==> src/rtl/mc_pkg.sv <==
// Shared encodings for the multi-cycle RV32I-subset sequencer: opcodes,
// datapath mux selects, ALU operations, error codes and FSM state codes.
package mc_pkg;

  localparam logic [6:0] OP_LUI    = 7'b0110111;
  localparam logic [6:0] OP_JAL    = 7'b1101111;
  localparam logic [6:0] OP_JALR   = 7'b1100111;
  localparam logic [6:0] OP_LW     = 7'b0000011;
  localparam logic [6:0] OP_SW     = 7'b0100011;
  localparam logic [6:0] OP_BRANCH = 7'b1100011;
  localparam logic [6:0] OP_IMM    = 7'b0010011;
  localparam logic [6:0] OP_R_TYPE = 7'b0110011;

  localparam logic [2:0] ALU_ADD  = 3'd0;
  localparam logic [2:0] ALU_SUB  = 3'd1;
  localparam logic [2:0] ALU_AND  = 3'd2;
  localparam logic [2:0] ALU_OR   = 3'd3;
  localparam logic [2:0] ALU_SLT  = 3'd4;
  localparam logic [2:0] ALU_SLTU = 3'd5;
  localparam logic [2:0] ALU_XOR  = 3'd6;

  localparam logic [2:0] IMM_I = 3'd0;
  localparam logic [2:0] IMM_S = 3'd1;
  localparam logic [2:0] IMM_B = 3'd2;
  localparam logic [2:0] IMM_U = 3'd3;
  localparam logic [2:0] IMM_J = 3'd4;

  localparam logic [1:0] RES_ALUOUT = 2'd0;
  localparam logic [1:0] RES_DATA   = 2'd1;
  localparam logic [1:0] RES_ALU    = 2'd2;
  localparam logic [1:0] RES_IMM    = 2'd3;

  localparam logic [1:0] SRCA_PC    = 2'd0;
  localparam logic [1:0] SRCA_OLDPC = 2'd1;
  localparam logic [1:0] SRCA_REGA  = 2'd2;

  localparam logic [1:0] SRCB_REGB = 2'd0;
  localparam logic [1:0] SRCB_IMM  = 2'd1;
  localparam logic [1:0] SRCB_FOUR = 2'd2;

  localparam logic [1:0] ERR_NONE    = 2'd0;
  localparam logic [1:0] ERR_ILLEGAL = 2'd1;
  localparam logic [1:0] ERR_TIMEOUT = 2'd2;

  typedef logic [3:0] state_t;

  localparam state_t S_FETCH     = 4'd0;
  localparam state_t S_DECODE    = 4'd1;
  localparam state_t S_MEM_ADR   = 4'd2;
  localparam state_t S_MEM_READ  = 4'd3;
  localparam state_t S_MEM_WB    = 4'd4;
  localparam state_t S_MEM_WRITE = 4'd5;
  localparam state_t S_EXEC_R    = 4'd6;
  localparam state_t S_EXEC_I    = 4'd7;
  localparam state_t S_ALU_WB    = 4'd8;
  localparam state_t S_BRANCH    = 4'd9;
  localparam state_t S_JAL       = 4'd10;
  localparam state_t S_JALR_ADR  = 4'd11;
  localparam state_t S_JALR_PC   = 4'd12;
  localparam state_t S_LUI       = 4'd13;
  localparam state_t S_ILLEGAL   = 4'd14;

  // States that hold a memory access open and therefore run the timeout counter.
  function automatic logic is_mem_wait(input state_t s);
    return (s == S_FETCH) || (s == S_MEM_READ) || (s == S_MEM_WRITE);
  endfunction

endpackage

==> src/rtl/mc_alu_decoder.sv <==
// ALU operation decode for R-type and OP-IMM, plus the legality check on
// Func3/Func7 that DECODE uses to reject unsupported encodings.
module mc_alu_decoder
  import mc_pkg::*;
(
  input  logic       is_rtype,
  input  logic [2:0] Func3,
  input  logic [6:0] Func7,
  output logic [2:0] ALUControl,
  output logic       illegal
);

  always_comb begin
    ALUControl = ALU_ADD;
    illegal    = 1'b0;
    case (Func3)
      3'd0:    ALUControl = (is_rtype && Func7 == 7'h20) ? ALU_SUB : ALU_ADD;
      3'd2:    ALUControl = ALU_SLT;
      3'd3:    ALUControl = ALU_SLTU;
      3'd4:    ALUControl = ALU_XOR;
      3'd6:    ALUControl = ALU_OR;
      3'd7:    ALUControl = ALU_AND;
      default: illegal = 1'b1;
    endcase
    // OP-IMM carries immediate bits in Func7, so only R-type constrains it.
    if (is_rtype) begin
      if (Func7 == 7'h20) begin
        if (Func3 != 3'd0) illegal = 1'b1;
      end else if (Func7 != 7'h00) begin
        illegal = 1'b1;
      end
    end
  end

endmodule

==> src/rtl/multicycle_controller.sv <==
// Multi-cycle sequencer for a shared-memory RV32I-subset datapath with a
// mem_ready handshake, optional access timeout and sticky error code.
//
// state     | meaning
// FETCH     | read IR at PC, PC <= PC+4 on mem_ready
// DECODE    | dispatch on opcode, ALUOut <= OldPC + imm
// MEM_ADR   | ALUOut <= A + imm (load/store address)
// MEM_READ  | load access at ALUOut, wait for mem_ready
// MEM_WB    | rd <= Data
// MEM_WRITE | store access at ALUOut, wait for mem_ready
// EXEC_R    | ALUOut <= A op B
// EXEC_I    | ALUOut <= A op imm
// ALU_WB    | rd <= ALUOut
// BRANCH    | compare A-B, PC <= ALUOut when taken
// JAL       | PC <= ALUOut, ALUOut <= OldPC+4
// JALR_ADR  | ALUOut <= A + imm
// JALR_PC   | PC <= ALUOut, ALUOut <= OldPC+4
// LUI       | rd <= imm
// ILLEGAL   | terminal error state, left only by reset
module multicycle_controller
  import mc_pkg::*;
#(
  parameter int unsigned MEM_TIMEOUT = 0
) (
  input  logic       clk,
  input  logic       rst_n,
  input  logic [6:0] OPCode,
  input  logic [2:0] Func3,
  input  logic [6:0] Func7,
  input  logic       Zero,
  input  logic       ALU_msb,
  input  logic       mem_ready,
  output logic       mem_req,
  output logic       MemWrite,
  output logic       AdrSrc,
  output logic       IRWrite,
  output logic       PCWrite,
  output logic       RegWrite,
  output logic [1:0] ALUSrcA,
  output logic [1:0] ALUSrcB,
  output logic [2:0] ALUControl,
  output logic [2:0] ImmSrc,
  output logic [1:0] ResultSrc,
  output logic       retire,
  output logic [1:0] error
);

  localparam int unsigned CW = (MEM_TIMEOUT > 0) ? $clog2(MEM_TIMEOUT + 1) : 1;
  localparam logic [CW-1:0] TO_LAST = CW'((MEM_TIMEOUT > 0) ? MEM_TIMEOUT - 1 : 0);

  state_t        state_q, state_d, dispatch;
  logic [CW-1:0] cnt_q, cnt_d;
  logic [1:0]    err_q, err_d;
  logic          is_rtype, dec_illegal, waiting, expire, taken;
  logic [2:0]    dec_alu;

  assign is_rtype = (OPCode == OP_R_TYPE);

  mc_alu_decoder u_alu_dec (
    .is_rtype  (is_rtype),
    .Func3     (Func3),
    .Func7     (Func7),
    .ALUControl(dec_alu),
    .illegal   (dec_illegal)
  );

  always_comb begin
    dispatch = S_ILLEGAL;
    case (OPCode)
      OP_LW, OP_SW: dispatch = S_MEM_ADR;
      OP_R_TYPE:    dispatch = dec_illegal ? S_ILLEGAL : S_EXEC_R;
      OP_IMM:       dispatch = dec_illegal ? S_ILLEGAL : S_EXEC_I;
      OP_BRANCH:    dispatch = (Func3 == 3'd0 || Func3 == 3'd1 || Func3 == 3'd4 || Func3 == 3'd5)
                               ? S_BRANCH : S_ILLEGAL;
      OP_JAL:       dispatch = S_JAL;
      OP_JALR:      dispatch = S_JALR_ADR;
      OP_LUI:       dispatch = S_LUI;
      default:      dispatch = S_ILLEGAL;
    endcase
  end

  always_comb begin
    taken = 1'b0;
    case (Func3)
      3'd0:    taken = Zero;
      3'd1:    taken = ~Zero;
      3'd4:    taken = ALU_msb;
      3'd5:    taken = ~ALU_msb;
      default: taken = 1'b0;
    endcase
  end

  // A ready in the expiry cycle completes the access, so expiry needs !mem_ready.
  assign waiting = is_mem_wait(state_q) && !mem_ready;
  assign expire  = (MEM_TIMEOUT != 0) && waiting && (cnt_q == TO_LAST);

  always_comb begin
    state_d = state_q;
    err_d   = err_q;
    case (state_q)
      S_FETCH:     if (mem_ready) state_d = S_DECODE;
      S_DECODE: begin
        state_d = dispatch;
        if (dispatch == S_ILLEGAL) err_d = ERR_ILLEGAL;
      end
      S_MEM_ADR:   state_d = (OPCode == OP_LW) ? S_MEM_READ : S_MEM_WRITE;
      S_MEM_READ:  if (mem_ready) state_d = S_MEM_WB;
      S_MEM_WB:    state_d = S_FETCH;
      S_MEM_WRITE: if (mem_ready) state_d = S_FETCH;
      S_EXEC_R:    state_d = S_ALU_WB;
      S_EXEC_I:    state_d = S_ALU_WB;
      S_ALU_WB:    state_d = S_FETCH;
      S_BRANCH:    state_d = S_FETCH;
      S_JAL:       state_d = S_ALU_WB;
      S_JALR_ADR:  state_d = S_JALR_PC;
      S_JALR_PC:   state_d = S_ALU_WB;
      S_LUI:       state_d = S_FETCH;
      default:     state_d = S_ILLEGAL;
    endcase
    if (expire) begin
      state_d = S_ILLEGAL;
      err_d   = ERR_TIMEOUT;
    end
  end

  always_comb begin
    if (state_d != state_q)                 cnt_d = '0;
    else if (waiting && MEM_TIMEOUT != 0)   cnt_d = cnt_q + CW'(1);
    else                                    cnt_d = cnt_q;
  end

  always_ff @(posedge clk or negedge rst_n) begin
    if (!rst_n) begin
      state_q <= S_FETCH;
      cnt_q   <= '0;
      err_q   <= ERR_NONE;
    end else begin
      state_q <= state_d;
      cnt_q   <= cnt_d;
      err_q   <= err_d;
    end
  end

  assign error = err_q;

  // Gating on rst_n drops mem_req the moment reset asserts, mid-access included.
  always_comb begin
    mem_req    = 1'b0;
    MemWrite   = 1'b0;
    AdrSrc     = 1'b0;
    IRWrite    = 1'b0;
    PCWrite    = 1'b0;
    RegWrite   = 1'b0;
    ALUSrcA    = SRCA_PC;
    ALUSrcB    = SRCB_REGB;
    ALUControl = ALU_ADD;
    ImmSrc     = IMM_I;
    ResultSrc  = RES_ALUOUT;
    retire     = 1'b0;
    if (rst_n) begin
      case (state_q)
        S_FETCH: begin
          mem_req   = 1'b1;
          ALUSrcB   = SRCB_FOUR;
          ResultSrc = RES_ALU;
          IRWrite   = mem_ready;
          PCWrite   = mem_ready;
        end
        S_DECODE: begin
          ALUSrcA = SRCA_OLDPC;
          ALUSrcB = SRCB_IMM;
          if (OPCode == OP_BRANCH)   ImmSrc = IMM_B;
          else if (OPCode == OP_JAL) ImmSrc = IMM_J;
          else                       ImmSrc = IMM_I;
        end
        S_MEM_ADR: begin
          ALUSrcA = SRCA_REGA;
          ALUSrcB = SRCB_IMM;
          ImmSrc  = (OPCode == OP_SW) ? IMM_S : IMM_I;
        end
        S_MEM_READ: begin
          mem_req = 1'b1;
          AdrSrc  = 1'b1;
        end
        S_MEM_WB: begin
          ResultSrc = RES_DATA;
          RegWrite  = 1'b1;
          retire    = 1'b1;
        end
        S_MEM_WRITE: begin
          mem_req  = 1'b1;
          MemWrite = 1'b1;
          AdrSrc   = 1'b1;
          retire   = mem_ready;
        end
        S_EXEC_R: begin
          ALUSrcA    = SRCA_REGA;
          ALUControl = dec_alu;
        end
        S_EXEC_I: begin
          ALUSrcA    = SRCA_REGA;
          ALUSrcB    = SRCB_IMM;
          ALUControl = dec_alu;
        end
        S_ALU_WB: begin
          RegWrite = 1'b1;
          retire   = 1'b1;
        end
        S_BRANCH: begin
          ALUSrcA    = SRCA_REGA;
          ALUControl = ALU_SUB;
          PCWrite    = taken;
          retire     = 1'b1;
        end
        S_JAL, S_JALR_PC: begin
          PCWrite = 1'b1;
          ALUSrcA = SRCA_OLDPC;
          ALUSrcB = SRCB_FOUR;
        end
        S_JALR_ADR: begin
          ALUSrcA = SRCA_REGA;
          ALUSrcB = SRCB_IMM;
        end
        S_LUI: begin
          ImmSrc    = IMM_U;
          ResultSrc = RES_IMM;
          RegWrite  = 1'b1;
          retire    = 1'b1;
        end
        default: ;
      endcase
    end
  end

endmodule
==> config.mk <==
export PLATFORM = sky130hd
export DESIGN_NAME = multicycle_controller
export DESIGN_NICKNAME = d
export VERILOG_FILES = /design/src/rtl/mc_pkg.sv /design/src/rtl/mc_alu_decoder.sv /design/src/rtl/multicycle_controller.sv
export SDC_FILE = /design/constraint.sdc
export NUM_CORES = 1
export LEC_CHECK = 0
export ABC_AREA = 1
export CAP_MARGIN = 20
export CORE_MARGIN = 4
export CORE_UTILIZATION = 44
export CTS_CLUSTER_SIZE = 10
export DETAILED_ROUTE_END_ITERATION = 6
export GPL_ROUTABILITY_DRIVEN = 1
export PLACE_DENSITY = 0.91
export SYNTH_ARGS = -nofsm -noshare
export SYNTH_HDL_FRONTEND = slang
export SYNTH_SLANG_ARGS = --single-unit
==> constraint.sdc <==
create_clock -name clk -period 3.71 [get_ports clk]
set_clock_uncertainty 0.1 [all_clocks]
set_input_delay 0.742 -clock clk [delete_from_list [all_inputs] [get_ports clk]]
set_output_delay 0.742 -clock clk [all_outputs]
set_load 0.01 [all_outputs]
## Yosys cells after proc, flatten, opt, wreduce, memory -nomap -nowiden

Cells that the tools add are included.

| cells by class | value |
|---|---|
| eq/ne operators | 33 |
| muxes and demuxes | 44 |
| bitwise gates (word level) | 2 |
| reduce and logical (&&, ||, !) cells | 23 |

Operators with widths:

| operator | number |
|---|---|
| $pmux W4 S8 | 1 |
| $eq A4 B4 Y1 const B | 7 |
| $eq A7 B6 Y1 const B | 4 |
| $pmux W4 S7 | 1 |
| $eq A7 B7 Y1 const B | 3 |
| $mux W4 | 5 |
| $mux W1 | 19 |
| $mux W3 | 6 |
| $pmux W3 S6 | 1 |
| $eq A4 B3 Y1 const B | 4 |
| $eq A3 B3 Y1 const B | 4 |
| $reduce_or A3 Y1 | 4 |
| $reduce_or A4 Y1 | 3 |
| $pmux W3 S3 | 1 |
| $eq A4 B2 Y1 const B | 2 |
| $pmux W2 S2 | 2 |
| $reduce_or A2 Y1 | 4 |
| $eq A7 B2 Y1 const B | 1 |
| $eq A7 B5 Y1 const B | 1 |
| $reduce_bool A7 Y1 | 1 |
| $eq A3 B2 Y1 const B | 2 |
| $mux W2 | 3 |
| $ne A2 B2 Y1 const B | 3 |
| $pmux W2 S3 | 1 |
| 16 further kinds | 19 |

| word-level totals | value |
|---|---|
| register bits after elaboration | 5 |
| input port bits | 22 |
| output and inout bits | 21 |

## Depth between registers and ports, before layout

Gate-level depths: netlist of run 1.

| logic depth | value |
|---|---|
| depth after elaboration | 10 |
| depth in mapped cells | 12 |
| depth with buffers taken out | 12 |

## Cells and area by module

From an unflattened synthesis of run 1, not the netlist that was laid out.

| second synthesis, totals | value |
|---|---|
| cell total of the unflattened synthesis | 176 |
| area, all modules | 937.1 um^2 |

Modules (own cells, without submodules):

| module | times used | cells an instance | area an instance (um^2) |
|---|---|---|---|
| multicycle_controller | 1 | 147 | 813.3 |
| mc_alu_decoder | 1 | 29 | 123.9 |

## Least setup slack after synthesis of run 1

Ideal clock, no wire load.

| timing path | value |
|---|---|
| kind | input -> output |
| start point | in OPCode[3] |
| end point | out ALUControl[0] |
| data arrival time | 1.412 ns |
| data required time | 2.868 ns |
| slack | 1.456 ns |
| stages on the path | 7 |
| path buffers | 0 |
| cell sequence | inv_2 nand2_2 nor2_4 nand2_1 nor2_1 a31oi_1 o22ai_1 |

| on the way | value |
|---|---|
| word-level cells in the longest chain between the ends | 6 |

Ends and longest elaborated chain:

| what | line | text |
|---|---|---|
| from (decl) | multicycle_controller.sv:27 | `input logic [6:0] OPCode,` |
| $eq A7 B6 Y1 | multicycle_controller.sv:57 | `assign is_rtype = (OPCode == OP_R_TYPE);` |
| $logic_and A1 B1 Y1 | mc_alu_decoder.sv:17 | `3'd0: ALUControl = (is_rtype && Func7 == 7'h20) ? ALU_SUB : ALU_ADD;` |
| $mux W1 | mc_alu_decoder.sv:17 |  |
| $pmux W3 S6 | mc_alu_decoder.sv:16 | `case (Func3)` |
| $pmux W3 S2 | multicycle_controller.sv:161 | `case (state_q)` |
| $mux W3 | multicycle_controller.sv:160 | `if (rst_n) begin` |
| to (decl) | multicycle_controller.sv:41 | `output logic [2:0] ALUControl,` |

No other way between the ends.

## Final worst setup path of run 1

| timing path | value |
|---|---|
| start point | in OPCode[4] |
| end point | out ALUControl[0] |

The elaborated chain is that of the path after synthesis.

==> impl_metrics.py, run 1 <==
metrics = {
    "synth": {
        "synth_area_sq_um": 915,
        "syn_avg_cell_area_sq_um": 5.61,
        "async_flop_share_pct": 100,
        "synth_compound_area_share_pct": 16.0,
        "yosysMostFrequentCell": "nand2_1",
        "synth_common_cells": "36 x nand2_1, 24 x nor2_1, 15 x nand3_1",
        "synthMuxAreaShare_pct": 0,
        "synthAdderAreaFrac_pct": 0,
        "synth_top_family_by_area": "simple AND/OR/NAND/NOR gates",
        "synth-xor-area-share_pct": 0,
        "ys_ff_latch": 5,
        "yosys.area_share.simple_pct": 57.0,
        "synth_cell_types": 29,
        "synth_edf_count": 0,
        "syn_nets": 185,
        "synth_top_cell_by_area": "nand2_1",
        "synth_top_cell_area_share_pct": 14.8,
        "synth_sequential_area_ratio_pct": 13.7,
        "synthCells": 163,
        "yosys_warnings": 0,
        "synth-main-ff-cell": "dfrtp_1",
        "netlist_top_cells_area": "nand2_1 15%, dfrtp_1 14%, nor2_1 9.8%",
    },
    "timing": {
        "max_freq_mhz": 297,
        "hold-worst-slack_ns": 0.369,
        "fin_crit_ns": 3.36,
        "tns_ns": 0,
        "maxSlewViolCount": 0,
        "hold_violations": 0,
        "fin_crit_sh_pct": 90.6,
        "finalSetupViolCount": 0,
        "rsz0062_at_grt": "false",
    },
    "critical_path": {
        "cp.arrival_ns": 2.52,
        "reg2reg_slack_ns": 2.13,
        "timing.rr.start": "state_q[1]$_DFFE_PN0P_",
        "path_class": "in2out",
        "crit_end": "ALUControl[0]",
        "crit_path_max_fanout": 5,
        "crit_start": "OPCode[4]",
        "critPathRequiredTime_ns": 2.87,
        "reg2reg_depth": 8,
        "end_kind": "output port",
        "critPathLaunchType": "input port",
        "worstReg2RegEnd": "state_q[2]$_DFFE_PN0P_",
    },
    "global_routing": {
        "grt_antenna_before_repair": 0,
        "grt_pass1_vias": 1167,
        "grt_pass1_wl_microns": 4770,
        "grt_max_degree": 10,
        "grt_usage_pct": 22.0,
        "grt-ovfl-total": 0,
    },
    "clock_tree": {
        "cts_inserted_buffers": 3,
        "cts_setup_buffers": 0,
        "cts_root_buf": "clkbuf_4",
        "clk_latency_ns": 0.24,
        "cts.reportedPaths.clkPinSlew_ns": 0.04,
        "cts_sinks": 5,
        "ctsResizeCount": 0,
        "hold_buffers": 0,
        "h-tree-depth": 1,
        "cts_tree": "built",
        "clock_path_buffers": 2,
    },
    "job": {
        "max-cap-violations": 0,
    },
    "worst_hold_path": {
        "min_from": "error[0]$_DFFE_PN0P_",
        "hold_path.class": "reg2reg",
    },
    "die": {
        "core_region_area_sq_um": 1960,
        "die_x_microns": 53.6,
        "start_util_pct": 46.6,
        "die_area_sq_um": 2870,
        "design.portCount": 43,
        "die_h_microns": 53.6,
        "rows": 16,
    },
    "run_status": {
        "status": "complete, no violations",
    },
    "final_layout": {
        "layout.nets": 230,
        "areaGrowthSynthToFinish_pct": 50.9,
        "diodes": 0,
        "drive_above_1_share_pct": 19.3,
        "design_area_sq_um": 1380,
        "post-route-util_pct": 70.3,
    },
    "routing": {
        "first_iter_violations": 35,
        "drtAntennaViolNets": 0,
        "drc": 0,
        "wl_per_cell_microns": 12.4,
        "vias_per_cell": 5.20,
        "wirelength_microns": 2910,
        "first_pass_iters": 4,
        "vias": 1216,
    },
    "placement": {
        "gp_congestion": 0.886,
        "hpwlAfterDp_microns": 2510,
        "numPortBuffers": 41,
        "placed_area_sq_um": 1350,
    },
    "power_and_ir_drop": {
        "p_per_area_nw_per_um2": 497,
        "p_total_w": 0.000686,
        "power_leakage_nw": 0.595,
        "ir_worst_vdd_uv": 439,
    },
}
==> cells by family after synthesis <==
logic type      Yosys count
flops                     5
buf+inv                  30
compound gates           22
simple gates            105
other cells               1
==> metrics by stage <==
step                worst slack [ns]  std cells
finish                         0.348        234
global route                   0.260        234
CTS                            0.358        234
detailed placement             0.372        230
global placement               0.387        230
floorplan                       1.46        163
==> flip-flops by register name, summed over array words and instances (netlist names) <==
name     flops
error        1
state_q      4
==> metal layers <==
metal / share of wire, % / global-route usage [%] / up-vias / wire [microns]
met1: 42 / 26.3 / 551 / 1210
met4: 0.38 / 3.40 / 0 / 11
li1: - / - / 619 / -
met2: 52 / 41.2 / 44 / 1510
met5: 0 / 0 / - / 0
met3: 6.3 / 3.60 / 2 / 182
==> how the worst min path moves through the flow <==
| stage | slack (ns) | end | cells past startpoint |
|---|---|---|---|
| 3_3_place_gp | 0.36 | error[0]$_DFFE_PN0P_ | 2 |
| 5_1_grt | 0.40 | error[0]$_DFFE_PN0P_ | 2 |
| 2_1_floorplan | 0.35 | error[0]$_DFFE_PN0P_ | 0 |
| 3_5_place_dp | 0.36 | error[0]$_DFFE_PN0P_ | 2 |
| 6_report | 0.37 | error[0]$_DFFE_PN0P_ | 2 |
| 4_1_cts | 0.37 | error[0]$_DFFE_PN0P_ | 2 |
==> final cells by class <==
class	count	area (sq um)
clock buffer	4	26.3
timing repair buffer	42	418
fill	188	582
tap	27	33.8
sequential	5	125
inverter	28	105
multi-input combinational	128	672
==> cells in the final DEF, fill, tap and decap left out, drive strengths merged, types with 2 or more instances in the layout <==
master and n:
nand3 17, clkinv 2, nand2 44, nand4 4
clkbuf 4, dfrtp 5, nand3b 2, nor3 5
inv 26, a31oi 5, nor2 33, o21ai 5
a21oi 7, clkdlybuf4s50 41
==> power breakdown <==
group / internal (W) / leakage [nW] / switching [W]
clock network: 0.0000406 / 0.0150 / 0.0000221
registers: 0.0000758 / 0.0600 / 0.0000448
logic: 0.000221 / 0.520 / 0.000282
==> worst max-delay path, cell delays in order <==
cell and delay (ns):
clkdlybuf4s50_1 0.60, nand2_1 0.10, nor2_2 0.12, nand2_1 0.10, nor2_1 0.12, a31oi_1 0.05, o22ai_1 0.13, clkdlybuf4s50_1 0.55
No activity file was read; power rests on OpenSTA's default activity.
==> run 2: changes to the inputs <==
--- a/config.mk
+++ b/config.mk
@@ -7,12 +7,13 @@
 export LEC_CHECK = 0
 export ABC_AREA = 1
 export CAP_MARGIN = 20
-export CORE_MARGIN = 4
-export CORE_UTILIZATION = 44
+export CORE_MARGIN = 1
+export CORE_UTILIZATION = 45
 export CTS_CLUSTER_SIZE = 10
 export DETAILED_ROUTE_END_ITERATION = 6
 export GPL_ROUTABILITY_DRIVEN = 1
-export PLACE_DENSITY = 0.91
+export PLACE_DENSITY = 0.92
 export SYNTH_ARGS = -nofsm -noshare
 export SYNTH_HDL_FRONTEND = slang
+export SYNTH_HIERARCHICAL = 1
 export SYNTH_SLANG_ARGS = --single-unit
==> impl_metrics.py, run 2 <==
metrics = {
    "die": {
        "core_region_area_sq_um": 1960,
        "start_util_pct": 47.8,
        "die_area_sq_um": 2270,
        "rows": 16,
        "design.portCount": 43,
        "die_h_microns": 47.6,
        "die_x_microns": 47.6,
    },
    "critical_path": {
        "path_class": "in2out",
        "cp.arrival_ns": 2.70,
        "timing.rr.start": "state_q[1]$_DFFE_PN0P_",
        "critical-path-top-cell-by-count": "nand2_1",
        "crit_path_max_fanout": 6,
        "critPathLaunchType": "input port",
        "crit_chain": "clkdlybuf4s50_1 > nand2_2 > nor2_4 > nand2_1 > nor2_1 > nand4_1 > nand2_1 > nand2_1 > a21oi_1 > clkdlybuf4s50_1",
        "critPathRequiredTime_ns": 2.87,
        "critPathTopFamily": "buffers and inverters",
        "path_buf_inv": 2,
        "crit_start": "OPCode[0]",
        "cpPeakStageDelay_ns": 0.55,
        "end_kind": "output port",
        "crit_slowest_cell": "clkdlybuf4s50_1",
    },
    "placement": {
        "numPortBuffers": 41,
        "gp_congestion": 0.901,
        "hpwlAfterDp_microns": 2260,
        "place_ws_ns": 0.176,
        "dp.cells": 243,
    },
    "timing": {
        "hold-worst-slack_ns": 0.389,
        "rsz0062_at_grt": "false",
        "max_freq_mhz": 283,
        "finalSetupViolCount": 0,
        "hold_violations": 0,
        "tns_ns": 0,
        "worst_slack_ns": 0.170,
        "fin_crit_ns": 3.54,
        "maxSlewViolCount": 0,
        "fin_crit_sh_pct": 95.4,
    },
    "routing": {
        "drc": 0,
        "first_iter_violations": 31,
        "wl_per_cell_microns": 10.8,
        "drtAntennaViolNets": 0,
        "vias_per_cell": 5.13,
        "wirelength_microns": 2660,
        "first_pass_iters": 4,
        "vias": 1267,
    },
    "synth": {
        "async_flop_share_pct": 100,
        "synth_top_cell_by_area": "nand2_1",
        "netlist_top_cells_area": "nand2_1 16%, dfrtp_1 13%, nor2_1 11%",
        "yosysMostFrequentCell": "nand2_1",
        "synthCells": 176,
        "synth_edf_count": 0,
        "synth_sequential_area_ratio_pct": 13.4,
        "ys_ff_latch": 5,
        "syn_nets": 198,
        "yosys_warnings": 6,
        "synth_cell_types": 24,
        "syn_avg_cell_area_sq_um": 5.32,
        "synth_top_cell_area_share_pct": 15.6,
        "synth_common_cells": "39 x nand2_1, 28 x nor2_1, 23 x inv_1",
        "synth-main-ff-cell": "dfrtp_1",
        "synth_area_sq_um": 937,
    },
    "final_layout": {
        "largest_reg_flops": 4,
        "layout_commonest_cell": "clkdlybuf4s50_1",
        "layout.nets": 243,
        "final_cell_mix": "41 x clkdlybuf4s50_1, 39 x nand2_1, 28 x nor2_1",
        "stdcell_count": 247,
        "multiInputGateArea_sq_um": 688,
        "diodes": 0,
        "drive_above_1_share_pct": 14.1,
        "top_register": "state_q",
        "areaGrowthSynthToFinish_pct": 49.9,
        "n_fill_cell": 196,
        "area.sequential_sq_um": 125,
    },
    "global_routing": {
        "grt_usage_pct": 24.1,
        "met3_usage_pct": 3.02,
        "grt_pass1_vias": 1027,
        "grt_pass1_wl_microns": 4010,
        "grtUsageMet1_pct": 30.3,
        "grt-ovfl-total": 0,
        "met2_usage_pct": 43.3,
        "grt_antenna_before_repair": 0,
        "top_usage_layer": "met2",
        "grt_max_degree": 14,
    },
    "run_status": {
        "status": "complete, no violations",
    },
    "power_and_ir_drop": {
        "power_leakage_nw": 0.640,
        "ir_worst_vdd_uv": 243,
        "p_per_area_nw_per_um2": 470,
    },
    "clock_tree": {
        "cts_sinks": 5,
        "cts_inserted_buffers": 3,
        "cts_root_buf": "clkbuf_4",
        "cts_setup_buffers": 0,
        "ctsResizeCount": 0,
        "clk_latency_ns": 0.25,
        "cts.reportedPaths.clkPinSlew_ns": 0.05,
        "h-tree-depth": 1,
        "cts_tree": "built",
        "clock_path_buffers": 2,
        "hold_buffers": 0,
    },
    "worst_hold_path": {
        "min_from": "error[0]$_DFFE_PN0P_",
        "hold_path.class": "reg2reg",
    },
    "job": {
        "max-cap-violations": 0,
    },
}
==> run 2: cell types whose count changed after synthesis, moves of 2 or more <==
cell and delta:
a21oi_1 +3, a31oi_1 -3, clkinv_1 -2, inv_1 +9, inv_2 -5, nand2_1 +3
nor2_1 +4, o21ai_0 +7
==> run 2: logic make-up (layout without fill, tap and decap cells) <==
logic type                after synthesis  in the layout  share of synthesized area, %
other                                   1              1                         0.400
AOI/OAI and AO/OA                      25             25                          14.0
xor gates and xnor gates                1              1                         0.935
and+or+nand+nor                       112            112                          58.1
DFF                                     5              5                          13.4
buffers and inverters                  32             76                          13.2
==> run 2: final timing paths <==
| path | cells after the start | slack, ns | to |
|---|---|---|---|
| max reg2reg | 7 | 2.23 | state_q[2]$_DFFE_PN0P_ |
| min | 2 | 0.39 | error[0]$_DFFE_PN0P_ |
| max | 10 | 0.17 | ALUControl[0] |
| min reg2reg | 2 | 0.39 | error[0]$_DFFE_PN0P_ |
| min in group asynchronous | 2 | 0.88 | error[0]$_DFFE_PN0P_ |
| max in group asynchronous | 2 | 2.51 | state_q[0]$_DFFE_PN0P_ |
==> run 2: power breakdown <==
group	internal, W	switching (W)	total (W)	leakage [nW]
logic	0.000207	0.000272	0.000479	0.562
registers	0.0000755	0.0000404	0.000116	0.0601
clock network	0.0000392	0.0000260	0.0000652	0.0177
==> run 2: metrics by stage <==
stage	area [sq um]	total power, W	utilization [%]
final	1410	0.000661	71.6
after global routing	1410	0.000725	71.6
after CTS	1410	0.000658	71.6
after detailed placement	1380	0.000590	70.2
after global placement	1380	0.000581	70.2
after floorplan	937	0.000402	-
==> run 2: worst register-to-register path, cell delays in order (launching register included) <==
cell and delay, ns:
dfrtp_1 0.46, nor2_1 0.26, nand2_2 0.14, nand3_2 0.14, nand2_2 0.06, nand2_1 0.06, nor2_1 0.04, a21oi_1 0.16
==> run 2: layer usage <==
layer	wire length [microns]	vias to the layer above	part of all wire [%]
met3	188	4	7.1
met5	0	-	0
met2	1330	61	50
li1	-	653	-
met1	1120	549	42
met4	19	0	0.72
==> run 2: area by class of cell <==
type,instances,share of cell area (%)
sequential,5,8.90
multi-input combinational,139,49.0
tap,27,2.40
inverter,30,8.01
timing repair buffer,42,29.7
clock buffer,3,1.60
clock inverter,1,0.356
